**src/rtl/mux_rr_stream.sv**
```systemverilog
// mux_rr_stream
//   Merges NUM_CH valid/ready input streams into one registered output stream.
//   Either an explicit selector or fair round-robin chooses the source channel.
//   The output register gives one cycle of latency and sustains one word per
//   cycle under back-pressure.
//
// Handshake: a word moves across an interface on a rising clk_i edge where
//   both valid and ready are high. Ready never depends on anything registered
//   on the other side of this block's output. Valid may be dropped before
//   ready arrives; nothing transfers in that case.
//
// Ports
//   clk_i           rising-edge clock
//   rst_i           synchronous active-high reset
//   mode_i          0 = explicit select, 1 = round-robin
//   selector_i      channel index used in select mode
//   channel_data_i  packed input data, channel k at [k*DATA_WIDTH +: DATA_WIDTH]
//   channel_valid_i per-channel valid
//   channel_ready_o per-channel ready, at most one bit high
//   channel_out_o   registered output data
//   out_valid_o     output valid
//   out_ready_i     downstream ready
//   grant_o         index of the channel whose word is in the output register
module mux_rr_stream #(
  parameter int NUM_CH     = 8,
  parameter int DATA_WIDTH = 32,
  localparam int SEL_W     = $clog2(NUM_CH)
) (
  input  logic                         clk_i,
  input  logic                         rst_i,
  input  logic                         mode_i,
  input  logic [SEL_W-1:0]             selector_i,
  input  logic [NUM_CH*DATA_WIDTH-1:0] channel_data_i,
  input  logic [NUM_CH-1:0]            channel_valid_i,
  output logic [NUM_CH-1:0]            channel_ready_o,
  output logic [DATA_WIDTH-1:0]        channel_out_o,
  output logic                         out_valid_o,
  input  logic                         out_ready_i,
  output logic [SEL_W-1:0]             grant_o
);

  logic [SEL_W-1:0]      last_grant;
  logic                  accept;
  logic                  req;
  logic [SEL_W-1:0]      chosen;
  logic [DATA_WIDTH-1:0] chosen_data;
  logic                  take;

  logic                  sel_req;
  logic                  rr_found;
  logic [SEL_W-1:0]      rr_idx;
  logic [2*NUM_CH-1:0]   valid2;

  // Output register is empty or is being drained this cycle.
  assign accept = !out_valid_o || out_ready_i;

  // Select mode: an out-of-range selector matches no channel, so req stays 0.
  always_comb begin
    sel_req = 1'b0;
    for (int k = 0; k < NUM_CH; k++) begin
      if (selector_i == SEL_W'(k)) sel_req = channel_valid_i[k];
    end
  end

  // Round-robin: scan a doubled copy of the valid vector starting one past
  // last_grant; the first hit modulo NUM_CH is the winner.
  assign valid2 = {channel_valid_i, channel_valid_i};

  always_comb begin
    rr_found = 1'b0;
    rr_idx   = '0;
    for (int i = 0; i < 2 * NUM_CH; i++) begin
      if (!rr_found && (i > int'(last_grant)) && valid2[i]) begin
        rr_found = 1'b1;
        rr_idx   = (i >= NUM_CH) ? SEL_W'(i - NUM_CH) : SEL_W'(i);
      end
    end
  end

  always_comb begin
    if (mode_i) begin
      chosen = rr_idx;
      req    = rr_found;
    end else begin
      chosen = selector_i;
      req    = sel_req;
    end
  end

  always_comb begin
    channel_ready_o = '0;
    chosen_data     = '0;
    for (int k = 0; k < NUM_CH; k++) begin
      if (chosen == SEL_W'(k)) begin
        channel_ready_o[k] = accept && req && !rst_i;
        chosen_data        = channel_data_i[k*DATA_WIDTH +: DATA_WIDTH];
      end
    end
  end

  assign take = |(channel_ready_o & channel_valid_i);

  always_ff @(posedge clk_i) begin
    if (rst_i) begin
      out_valid_o   <= 1'b0;
      channel_out_o <= '0;
      grant_o       <= '0;
      last_grant    <= SEL_W'(NUM_CH - 1);
    end else if (take) begin
      out_valid_o   <= 1'b1;
      channel_out_o <= chosen_data;
      grant_o       <= chosen;
      last_grant    <= chosen;
    end else if (out_valid_o && out_ready_i) begin
      // Drained with nothing new: data and grant keep their last value.
      out_valid_o <= 1'b0;
    end
  end

endmodule

```
**config.mk**
```make
export PLATFORM = sky130hd
export DESIGN_NAME = mux_rr_stream
export DESIGN_NICKNAME = d
export VERILOG_FILES = /design/src/rtl/mux_rr_stream.sv
export SDC_FILE = /design/constraint.sdc
export NUM_CORES = 1
export LEC_CHECK = 0
export CORE_AREA = 2 2 123 125
export DETAILED_ROUTE_END_ITERATION = 12
export DIE_AREA = 0 0 125 127
export PLACE_DENSITY = 0.67
export RECOVER_POWER = 100
export SYNTH_ARGS = -nofsm -noshare
export SYNTH_HDL_FRONTEND = slang
export SYNTH_SLANG_ARGS = --single-unit
```
**constraint.sdc**
```tcl
create_clock -name clk_i -period 7.2 [get_ports clk_i]
set_input_delay 2.16 -clock clk_i [delete_from_list [all_inputs] [get_ports clk_i]]
set_output_delay 2.16 -clock clk_i [all_outputs]
set_load 0.01 [all_outputs]
```
* Word level (Yosys, flattened, before mapping)
Index checks and enable logic that the tools add are counted.
Operators by class: bitwise gates (word level) 1, eq/ne operators 14, order comparisons 7, muxes and demuxes 58, reductions and logical operators 45
Operator list (count):
- $mux 32 | 8
- $mux 3 | 15
- $mux 1 | 35
- $eq 3x3->1 const B | 8
- $logic_and 1x1->1 | 24
- $logic_not 1->1 | 16
- $eq 3x2->1 const B | 4
- $gt 3x3->1 const A | 4
- $and 8x8->8 | 1
- $reduce_or 8->1 | 1
- $eq 3x1->1 const B | 2
- $gt 2x3->1 const A | 2
- $logic_not 3->1 | 2
- $gt 1x3->1 const A | 1
- $reduce_bool 2->1 | 1
- $logic_or 1x1->1 | 1
Word-level totals: bits of input ports 271, register bits after elaboration 39, word-level logic and storage cells 129

* Depth between registers and ports, before layout
Gate-level depths: netlist (run 1).
word-level depth 61, gate-level depth with buffers 13

* Least setup slack after synthesis (run 1)
OpenSTA, ideal clock, no wires.
path kind input -> output, start input channel_valid_i[1], end output channel_ready_o[1], slack 0.808 ns, stages 10, arrival 4.232 ns, buffers on the path 3, cell sequence or4_4 -> nor2_2 -> a221oi_1 -> or2_4 -> a31oi_4 -> buf_6 -> buf_6 -> clkbuf_1 -> nand2_1 -> nor2_1
Between the ends: word-level cells in the longest chain between the ends 54
Ends and longest elaborated chain:
- from (decl) | line 34 | input logic [NUM_CH-1:0] channel_valid_i,
- parallel branches: the longest is 53 deep, another holds $logic_and 1x1->1
- $mux 1 * | line 94 | if (chosen == SEL_W'(k)) begin
- to (decl) | line 35 | output logic [NUM_CH-1:0] channel_ready_o,
Mark *: on every way between the ends.

* Worst setup path after layout (run 1)
start input channel_valid_i[7], end output channel_ready_o[4]
Between the ends: word-level cells in the longest chain between the ends 30
Ends and longest elaborated chain (line):
- parallel branches: the longest is 29 deep, another holds $logic_and 1x1->1
- $mux 1 * | 94
Marks and branches as above.

==> impl_metrics.toml, run 1 <==
[route]
drt_iter0_drc = 331
wire_per_inst_um = 20.23
via_per_inst = 5.380
totalWireLength_mm = 20.13
drc = 0
vias = 5353
dr.pass1.iters = 4
drtAntennaViolNets = 0

[placed_design]
placed_area_sq_um = 7103
hpwlAfterDp_mm = 15.96
place.gp.congestion = 0.9093
port_buffers = 314
placed_cells = 986

[global_route]
grt_pass1_vias = 5700
grt_first_pass_wirelength_mm = 30.46
overflow = 0
antenna_found_initial = 0
grt_max_degree = 67
track_usage = 0.2408

[logic_synthesis]
synth-xor-area-share = 0
synthesis.area_sq_um = 3704
synth_top_family_by_area = "compound AO/OA/AOI/OAI gates"
syn_avg_cell_area_sq_um = 7.378
synth-adder-area-share = 0
synth-compound-area-share = 0.3503
synthCells = 502
syn_nets = 773
synth_edf_count = 0
synthArstFlopShare = 0
synth.area.mux_share = 0.1240
synth-seq-cells = 39
synth-main-ff-cell = "dfxtp_1"
synth_cell_type_count = 56
ys_warn_count = 0
yosysSeqAreaShare = 0.2108
yosys.area_share.simple = 0.2500

[sta]
finalHoldViolations = 0
tightest_slew_ns = 1.666
post-route-min-period_ns = 7.025
finalSetupTns_ns = 0
period_share = 0.9757
rsz0062_at_grt = "false"
setup_viol = 0
max_freq_ghz = 0.1424
max_slew_margin = -0.1106
slew_violations = 67
clock_skew_ns = 0.005623

[cells_and_area]
areaGrowthSynthToFinish_pct = 96.45
layout.cells.non_filler = 995
final_area_sq_um = 7276
nets = 1081
fill_cells = 1387
multi_input_area_sq_um = 2714
antennaDiodeCount = 0
seq_area_sq_um = 780.7
drive_gt1_frac = 0.09864

[critical_path]
r2r_end = "channel_out_o[7]"
critical_path_class = "primary input to primary output"
r2r_start = "last_grant[1]"
worstSetupStartpointType = "primary input"
worst-path-max-fanout = 15
cp.required_ns = 5.04
reg2reg_slack_ns = 2.93
critPathCapture = "channel_ready_o[4]"
worstSetupStartpoint = "channel_valid_i[7]"
worstRegToRegCells = 11
cp-end-kind = "primary output"
cp_data_arrival_time_ns = 4.86

[cts]
cts_tree = "done"
root_buffer = "clkbuf_16"
clock_latency_ns = 0.28
h-tree-depth = 2
cts_sinks = 39
cts_max_path_buffers = 2
cts_buffers = 5
ctsHoldBuffers = 0
clk_pin_slew_worst_paths_ns = 0.06

[floorplanning]
dieArea_sq_um = 15880
die_y_um = 127
rows = 44
coreArea_sq_um = 14420
dieWidth_um = 125
io_pins = 315
start_util = 0.2568

[power]
power_leakage_nw = 2.838
ir_drop_uv = 102.1
power_density_nw_per_um2 = 164.2
p_total_mw = 1.195

[min_path]
hold_depth = 2
hp-class = "flop to flop"

[run_status]
violations = "capacitance limit, slew limit"
status = "finished, violations left"

[flow_run]
maxCapViolCount = 1
-- synthesized netlist by cell type (all sizes together) (3+ instances only) --
library cell	instances	area (sq um)
a21oi	21	105.1
a221oi	6	52.55
a22o	7	61.31
a31oi	8	65.06
a32o	18	180.2
a32oi	18	157.7
buf	26	146.4
clkbuf	18	67.56
dfxtp	39	780.8
inv	7	26.28
mux2	3	33.78
mux2i	38	380.4
nand2	125	471.7
nand3	22	110.1
nor2	33	151.4
nor3	15	75.07
o21a	3	22.52
o21ai	20	100.1
o221a	18	202.7
o221ai	7	61.31
o22a	3	26.28
o22ai	5	31.28
o2bb2ai	5	43.79
o32ai	4	35.03
or2	3	21.27
-- power breakdown --
group          switching [mW]  internal, mW  total (mW)
Clock                  0.0932         0.174       0.268
Sequential             0.0224         0.252       0.274
Combinational           0.318         0.335       0.653
Total                   0.434         0.761        1.19
-- metal layers --
metal	track usage	vias to the layer above	wire length [um]
li1	-	2534	-
met1	0.2713	2516	7835
met2	0.4457	262	10120
met3	0.05737	41	1535
met4	0.08170	0	634
met5	0	-	0
-- cells by family (layout without fill, tap and decap cells) --
kind of cell           after synthesis  count (layout)
AND/OR/NAND/NOR                    212             212
flip-flops                          39              39
AO/OA/AOI/OAI                      157             157
buffers and inverters               51             360
multiplexers                        43              43
-- per-stage QoR --
stage / util / hold WS (ns) / worst slack [ns]
after floorplan: - / 0.4805 / 0.8076
after global placement: 0.4925 / 0.4351 / 0.1123
after detailed placement: 0.4925 / 0.4450 / 0.09555
after CTS: 0.5048 / 0.4611 / 0.06610
after global routing: 0.5044 / 0.4795 / 0.01688
final: 0.5044 / 0.4511 / 0.1753
-- area by class of cell --
cell class / count / share of cell area
clock buffers: 6 / 0.01909
clock inverters: 2 / 0.005331
inverters: 7 / 0.003611
multi-input cells: 412 / 0.3730
flip-flops and latches: 39 / 0.1073
well taps: 184 / 0.03164
repair buffers: 345 / 0.4600
-- layout by cell type, fill, tap and decap left out, types with 3 or more instances in the layout --
cell type / Yosys / layout
clkdlybuf4s50_1: 0 / 277
nand2_1: 124 / 125
dfxtp_1: 39 / 39
mux2i_1: 38 / 38
dlygate4sd3_1: 0 / 36
nor2_1: 28 / 24
buf_4: 3 / 24
nand3_1: 22 / 22
a21oi_1: 21 / 21
o21ai_0: 19 / 19
o221a_2: 18 / 18
a32oi_1: 18 / 18
a32o_1: 18 / 18
nor3_1: 15 / 14
inv_1: 7 / 7
a31oi_1: 7 / 7
o221ai_1: 7 / 7
a22o_1: 7 / 7
a221oi_1: 6 / 6
o2bb2ai_1: 5 / 5
nor2_2: 2 / 5
o22ai_1: 5 / 5
clkbuf_16: 0 / 5
clkbuf_1: 18 / 5
o32ai_1: 4 / 4
nor2_4: 3 / 4
o21a_1: 3 / 3
o22a_1: 3 / 3
mux2_2: 3 / 3
clkbuf_2: 0 / 3
-- worst max-delay path, cell delays in order --
cell and delay [ns]:
clkdlybuf4s50_1 0.57, nor2b_1 0.22, nor3b_1 0.08, buf_4 0.15
a21boi_0 0.29, o21a_1 0.28, a31oi_4 0.14, buf_4 0.21
nor3_1 0.19, clkdlybuf4s50_1 0.57
-- worst min-delay path by stage --
stage / endpoint / slack (ns) / start
CTS: channel_out_o[13] / 0.46 / channel_out_o[13]
finish: channel_out_o[13] / 0.45 / channel_out_o[13]
detailed placement: channel_out_o[13] / 0.44 / channel_out_o[13]
global placement: channel_out_o[13] / 0.44 / channel_out_o[13]
global route: grant_o[1] / 0.48 / grant_o[1]
floorplan: grant_o[0] / 0.48 / grant_o[0]
-- sequential cells by signal, indices dropped and copies added, names as in the netlist --
name           flops
channel_out_o     32
grant_o            3
last_grant         3
out_valid_o        1
-- what timing repair did --
item | CTS | global route
setup endpoints to repair | 0 | 8
buffers inserted | 0 | 1
resized for setup | 0 | 7
Power figures use the tool's default switching activity.
==> inputs of run 2 (changes only) <==
--- a/config.mk
+++ b/config.mk
@@ -6,8 +6,10 @@
 export NUM_CORES = 1
 export LEC_CHECK = 0
 export CORE_AREA = 2 2 123 125
+export CTS_CLUSTER_DIAMETER = 50
 export DETAILED_ROUTE_END_ITERATION = 12
 export DIE_AREA = 0 0 125 127
+export HOLD_SLACK_MARGIN = 0.03
 export PLACE_DENSITY = 0.67
 export RECOVER_POWER = 100
 export SYNTH_ARGS = -nofsm -noshare
==> results of run 2 <==
The final DEF is identical to that of run 1; final timing and power are the same.
